[src/rtl/uart_pkg.sv]
// Shared UART definitions: transmitter state encoding, line levels and parity
// sense constants used by both the TX and RX paths.
package uart_pkg;

    typedef enum logic [2:0] {
        IDLE   = 3'd0,
        START  = 3'd1,
        DATA   = 3'd2,
        PARITY = 3'd3,
        STOP   = 3'd4
    } tx_state_t;

    localparam int   DEFAULT_CLKS_PER_BIT = 434;
    localparam logic LINE_IDLE            = 1'b1;

    localparam logic PARITY_SENSE_EVEN = 1'b0;
    localparam logic PARITY_SENSE_ODD  = 1'b1;

    // Parity bit that makes the total count of ones even (sense=0) or odd (sense=1).
    function automatic logic parity_of(input logic [7:0] data, input logic sense);
        return (^data) ^ sense;
    endfunction

endpackage

[src/rtl/uart_baud_tick.sv]
// Bit-period timer: counts 0..CLKS_PER_BIT-1 while enabled and flags the last
// cycle of each bit period. Held at zero while disabled.
module uart_baud_tick
    import uart_pkg::*;
#(
    parameter int CLKS_PER_BIT = DEFAULT_CLKS_PER_BIT
) (
    input  logic clk,
    input  logic rst_n,
    input  logic en,
    output logic tick
);

    localparam int            CW   = (CLKS_PER_BIT > 1) ? $clog2(CLKS_PER_BIT) : 1;
    localparam logic [CW-1:0] LAST = CW'(CLKS_PER_BIT - 1);

    logic [CW-1:0] cnt_q;

    always_ff @(posedge clk or negedge rst_n) begin
        if (!rst_n) begin
            cnt_q <= '0;
        end else if (!en || (cnt_q == LAST)) begin
            cnt_q <= '0;
        end else begin
            cnt_q <= cnt_q + 1'b1;
        end
    end

    assign tick = en && (cnt_q == LAST);

endmodule

[src/rtl/uart_tx_serializer.sv]
// UART transmit back end: latches a byte on request and shifts out start,
// data (LSB first), optional parity and stop bits on a registered line.
module uart_tx_serializer
    import uart_pkg::*;
#(
    parameter int CLKS_PER_BIT = DEFAULT_CLKS_PER_BIT,
    parameter int DATA_BITS    = 8,
    parameter int PARITY_EN    = 0,
    parameter int PARITY_ODD   = 0,
    parameter int STOP_BITS    = 1
) (
    input  logic       clk,
    input  logic       rst_n,
    input  logic [7:0] i_tx_data,
    input  logic       i_tx_start,
    output logic       o_tx_start_clear,
    output logic       o_tx_busy,
    output logic       o_tx_done,
    output logic       o_tx,
    output tx_state_t  dbg_state
);

    localparam logic [7:0] DATA_MASK = 8'((16'd1 << DATA_BITS) - 16'd1);
    localparam logic [2:0] LAST_BIT  = 3'(DATA_BITS - 1);
    localparam logic       LAST_STOP = 1'(STOP_BITS - 1);
    localparam logic       SENSE     = (PARITY_ODD != 0) ? PARITY_SENSE_ODD : PARITY_SENSE_EVEN;

    // Handshake: i_tx_start is a level request the controller holds until it
    // sees o_tx_start_clear. The request is only sampled in IDLE; the clear
    // pulse lasts one cycle and coincides with the first cycle of the start bit.
    tx_state_t  state_q, state_d;
    logic [7:0] shreg_q, shreg_d;
    logic [2:0] bit_idx_q, bit_idx_d;
    logic       stop_idx_q, stop_idx_d;
    logic       parity_q, parity_d;
    logic       tx_q, tx_d;
    logic       clear_q, clear_d;
    logic       done_q, done_d;
    logic       tick;

    uart_baud_tick #(
        .CLKS_PER_BIT(CLKS_PER_BIT)
    ) u_baud (
        .clk  (clk),
        .rst_n(rst_n),
        .en   (state_q != IDLE),
        .tick (tick)
    );

    always_ff @(posedge clk or negedge rst_n) begin
        if (!rst_n) begin
            state_q    <= IDLE;
            shreg_q    <= '0;
            bit_idx_q  <= '0;
            stop_idx_q <= 1'b0;
            parity_q   <= 1'b0;
            tx_q       <= LINE_IDLE;
            clear_q    <= 1'b0;
            done_q     <= 1'b0;
        end else begin
            state_q    <= state_d;
            shreg_q    <= shreg_d;
            bit_idx_q  <= bit_idx_d;
            stop_idx_q <= stop_idx_d;
            parity_q   <= parity_d;
            tx_q       <= tx_d;
            clear_q    <= clear_d;
            done_q     <= done_d;
        end
    end

    // The line is registered, so each branch loads the level of the bit that
    // starts on the next cycle.
    always_comb begin
        state_d    = state_q;
        shreg_d    = shreg_q;
        bit_idx_d  = bit_idx_q;
        stop_idx_d = stop_idx_q;
        parity_d   = parity_q;
        tx_d       = tx_q;
        clear_d    = 1'b0;
        done_d     = 1'b0;

        case (state_q)
            IDLE: begin
                tx_d = LINE_IDLE;
                if (i_tx_start) begin
                    shreg_d    = i_tx_data & DATA_MASK;
                    parity_d   = parity_of(i_tx_data & DATA_MASK, SENSE);
                    bit_idx_d  = '0;
                    stop_idx_d = 1'b0;
                    clear_d    = 1'b1;
                    tx_d       = 1'b0;
                    state_d    = START;
                end
            end
            START: begin
                if (tick) begin
                    tx_d    = shreg_q[0];
                    state_d = DATA;
                end
            end
            DATA: begin
                if (tick) begin
                    if (bit_idx_q == LAST_BIT) begin
                        if (PARITY_EN != 0) begin
                            tx_d    = parity_q;
                            state_d = PARITY;
                        end else begin
                            tx_d    = LINE_IDLE;
                            state_d = STOP;
                        end
                    end else begin
                        bit_idx_d = bit_idx_q + 3'd1;
                        shreg_d   = {1'b0, shreg_q[7:1]};
                        tx_d      = shreg_q[1];
                    end
                end
            end
            PARITY: begin
                if (tick) begin
                    tx_d    = LINE_IDLE;
                    state_d = STOP;
                end
            end
            STOP: begin
                tx_d = LINE_IDLE;
                if (tick) begin
                    if (stop_idx_q == LAST_STOP) begin
                        done_d  = 1'b1;
                        state_d = IDLE;
                    end else begin
                        stop_idx_d = stop_idx_q + 1'b1;
                    end
                end
            end
            default: begin
                tx_d    = LINE_IDLE;
                state_d = IDLE;
            end
        endcase
    end

    assign o_tx             = tx_q;
    assign o_tx_busy        = (state_q != IDLE);
    assign o_tx_start_clear = clear_q;
    assign o_tx_done        = done_q;
    assign dbg_state        = state_q;

endmodule

[config.mk]
export PLATFORM = sky130hd
export DESIGN_NAME = uart_tx_serializer
export DESIGN_NICKNAME = d
export VERILOG_FILES = /design/src/rtl/uart_pkg.sv /design/src/rtl/uart_baud_tick.sv /design/src/rtl/uart_tx_serializer.sv
export SDC_FILE = /design/constraint.sdc
export NUM_CORES = 1
export LEC_CHECK = 0
export BUFFER_PORTS_ARGS = -buffer_cell sky130_fd_sc_hd__buf_2
export CAP_MARGIN = 20
export CORE_ASPECT_RATIO = 1.2
export CORE_MARGIN = 2
export CORE_UTILIZATION = 50
export DETAILED_ROUTE_END_ITERATION = 7
export PLACE_DENSITY = 0.69
export SETUP_SLACK_MARGIN = 0.2
export SKIP_LAST_GASP = 1
export SLEW_MARGIN = 0
export SYNTH_ARGS = -nofsm -noshare
export SYNTH_HDL_FRONTEND = slang
export SYNTH_SLANG_ARGS = --single-unit
export TNS_END_PERCENT = 1
[constraint.sdc]
create_clock -name clk -period 2.7 [get_ports clk]
set_input_delay 0.27 -clock clk [delete_from_list [all_inputs] [get_ports clk]]
set_output_delay 0.27 -clock clk [all_outputs]
set_load 0.005 [all_outputs]
==> summary.txt <==
Outcome
  – Status: complete, no violations

Power
  – Sw Ratio: 29.3%
  – Worst IR Drop VDD: roughly 0.42 mV
  – P_sw: ~0.27 mW
  – Internal power: approximately 0.66 mW
  – Comb power frac: 21.9%
  – Sequential share of power: between 60% and 70%
  – Leak pwr: 0.685 nW
  – Clk pwr share: around 18%
  – Pwr Density: 647 nW/µm²

Timing
  – Final worst path period need: ~2 ns
  – Tightest hold margin: about 0.18 ns
  – # setup viols final: 0
  – Final setup margin: 0.641 ns
  – Final Max Tran Viols: 0
  – Clock skew: around 0.013 ns
  – Final Hold Fails: 0
  – Setup TNS: 0 ns
  – Unrepaired setup endpoints after global routing: false
  – Maximum clock rate: between 400 and 500 MHz
  – Slew at the pin closest to its max-slew limit: 0.629 ns
  – Period utilization: 76.3%
  – Slew HR: roughly 58%

Clock network
  – H-Tree Depth: 1
  – CTS tree: yes
  – Clock sink count: 26
  – CTS buffer count: 3
  – Clock Path Buffers: 2
  – Total setup buffers inserted after CTS: 0
  – Worst-path clk slew: roughly 0.15 ns
  – Root buffer cell: clkbuf_4
  – Worst skew pair latency: ~0.31 ns

Worst hold path
  – Hold crit path type: primary input to flip-flop
  – Worst min-delay path endpoint: shreg_q[7]
  – Hold path start: i_tx_data[7]
  – Hold depth: 2

Cells and area
  – Share of cells above drive strength 1: a little under a third
  – P&R area growth vs syn: 9.55%
  – N_diodes: 0
  – Nets: ~140
  – Layout Utilization: between 50% and 60%
  – Fill cells: around 230
  – Final cell count without fillers: 160

Setup path
  – Cell chain of the critical path: nor2b_2, nor2b_1, mux2_2, mux2_4
  – Worst reg2reg startpoint: dbg_state[1]
  – Max stage delay on crit path: between 0.5 and 0.6 ns
  – Worst Path Required: about 2.9 ns
  – R2R cell count: 4
  – Worst-path fanout max: 8
  – Crit path launch type: flip-flop
  – Arr. time, crit path: ~2.3 ns
  – Nature of the critical path endpoint: flip-flop
  – Flop2flop setup slack: around 0.64 ns
  – RR Endpoint: shreg_q[1]
  – CP Class: flip-flop to flip-flop
  – Slowest stage cell, crit path: nor2b_1

Routing
  – TritonRoute pass-1 iters: 4
  – DRC Markers: 0
  – Vias post-DR: about 860
  – Post-route ant nets: 0
  – Via/cell ratio: approximately 5.4
  – Drt wl/cell: ~14 µm
  – Initial DRC count: 18
  – Routed WL: 2240 µm

Synthesis
  – Synth top area share: 47.8%
  – Register bit total from synthesis: 26
  – Largest cells by area after synthesis: dfrtp_1 (48%), mux2_4 (6.9%), mux2_2 (5.2%), ha_1 (3.8%), nor2_1 (3.4%)
  – Post-synth net total: about 120
  – Number of synthesized flops with an enable pin: 0
  – Largest area contributor in the netlist: dfrtp_1
  – Synthesized area: roughly 1300 µm²
  – Post-Synthesis Cells: roughly 110
  – Yosys warns: 0
  – Seq/Total Area, Yosys: between 40% and 50%
  – Top-count cell post-synth: dfrtp_1
  – Ys flop type: dfrtp_1
  – Syn_area_per_cell: 12.0 µm²
  – Most frequent cells after synthesis: dfrtp_1 (25), nor2_1 (12), mux2_2 (6), mux2_4 (6)
  – Synth async-reset ratio: between 90% and 100%
  – Distinct cell type count after synthesis: 36

Placement
  – Pre-CTS WS: 0.630 ns
  – DP Wirelength: between 1500 and 2000 µm
  – IO Port Bufs: 17
  – DP Cell Count: 155
  – GPL Wtd Cong: about 0.74

Global routing
  – Initial antenna violation count: 0
  – Vias in the first global route: 854
  – Met2 usage: 28.4%
  – GRT busiest layer: met2
  – First-pass GRT wire length: a little under 4000 µm
  – Met3 GRT Util: ~2.3%
  – Tot GR Track Use: around 17%
  – Largest net degree at the start of global routing: 27
  – Global routing usage on met1: approximately 22%
  – Remaining global-route overflow: 0

Floorplanning
  – FP Rows: 20
  – # IOs: 18
  – Die width: 50.7 µm
  – Starting density of the core: 52.3%
  – Core area: 2500 µm²
  – Die Span Y: roughly 60 µm
  – Die Area: ~3000 µm²

Flow run
  – Max-cap violations: 0
[cell type report]
class | count | area, µm² | area share, %
Multi-Input combinational cell | 74 | 602 | 41.9
Tap cell | 33 | 41.3 | 2.88
Clock buffer | 4 | 26.3 | 1.83
Inverter | 5 | 18.8 | 1.31
Sequential cell | 26 | 652 | 45.4
Timing Repair Buffer | 18 | 95.1 | 6.63
[layout by cell type, fill, tap and decap left out, drive strengths merged, types with 2 or more instances in the layout]
cell	synthesis	routed
nor2	12	12
nand3b	3	3
buf	4	17
a21oi	2	2
o21ai	2	2
nand2	5	5
clkbuf	0	4
mux2	13	13
xor2	2	2
mux2i	3	3
a22o	3	3
dfrtp	25	25
xnor2	4	4
nor2b	2	2
nor3	2	2
inv	5	5
a31o	2	2
and3	2	2
ha	4	4
nand3	4	4
[worst max-delay path: cells and delay by family (launching register included)]
kind / cells / cell delay [ns]
simple gates: 2 / 0.82
mux: 2 / 0.66
flops: 1 / 0.49
[repair_timing]
action | in CTS | in global routing
hold endpoints to repair | 25 | 0
hold buffers | 1 | 0
gates resized for setup | 0 | 0
[per-layer routing]
metal / part of all wire [%] / vias to the layer above
met5: 0 / -
met2: 49 / 14
met4: 2.5 / 0
li1: - / 418
met1: 46 / 424
met3: 2.4 / 6
[worst max path at each step]
stage | start | end | cells after the start
floorplan | u_baud.cnt_q[1] | shreg_q[1] | 7
global placement | dbg_state[1] | shreg_q[1] | 4
detailed placement | dbg_state[1] | shreg_q[1] | 4
CTS | dbg_state[1] | shreg_q[1] | 4
global route | dbg_state[1] | shreg_q[3] | 4
finish | dbg_state[1] | shreg_q[1] | 4
[flip-flops by register name (all words and copies together), names as in the netlist]
register,count
bit_idx_q,3
dbg_state,3
o_tx,1
o_tx_done,1
o_tx_start_clear,1
shreg_q,8
u_baud.cnt_q,9
[power groups by stage]
| stage | clock, mW | combinational (mW) | sequential, mW |
|---|---|---|---|
| 6_report | 0.168 | 0.203 | 0.557 |
| 5_1_grt | 0.186 | 0.230 | 0.571 |
| 4_1_cts | 0.171 | 0.208 | 0.556 |
| 3_5_place_dp | 0 | 0.206 | 0.564 |
| 3_3_place_gp | 0 | 0.197 | 0.562 |
| 2_1_floorplan | 0 | 0.163 | 0.545 |
[per-stage QoR]
stage	cell area (µm²)	total power, mW
after detailed placement	1400	0.770
after CTS	1440	0.936
final	1440	0.928
after global placement	1400	0.759
after global routing	1440	0.987
after floorplan	1310	0.708
[kinds of logic (layout without fill, tap and decap cells)]
| family | Yosys count | after routing | share of synthesized area (%) |
|---|---|---|---|
| DFF | 26 | 26 | 49.8 |
| muxes | 16 | 16 | 15.2 |
| buffers and inverters | 9 | 27 | 4.30 |
| xor gates and xnor gates | 6 | 6 | 4.01 |
| AOI/OAI and AO/OA | 12 | 12 | 6.59 |
| adders and majority gates | 4 | 4 | 3.82 |
| and+or+nand+nor | 36 | 36 | 16.3 |
Power figures use the tool's default switching activity.
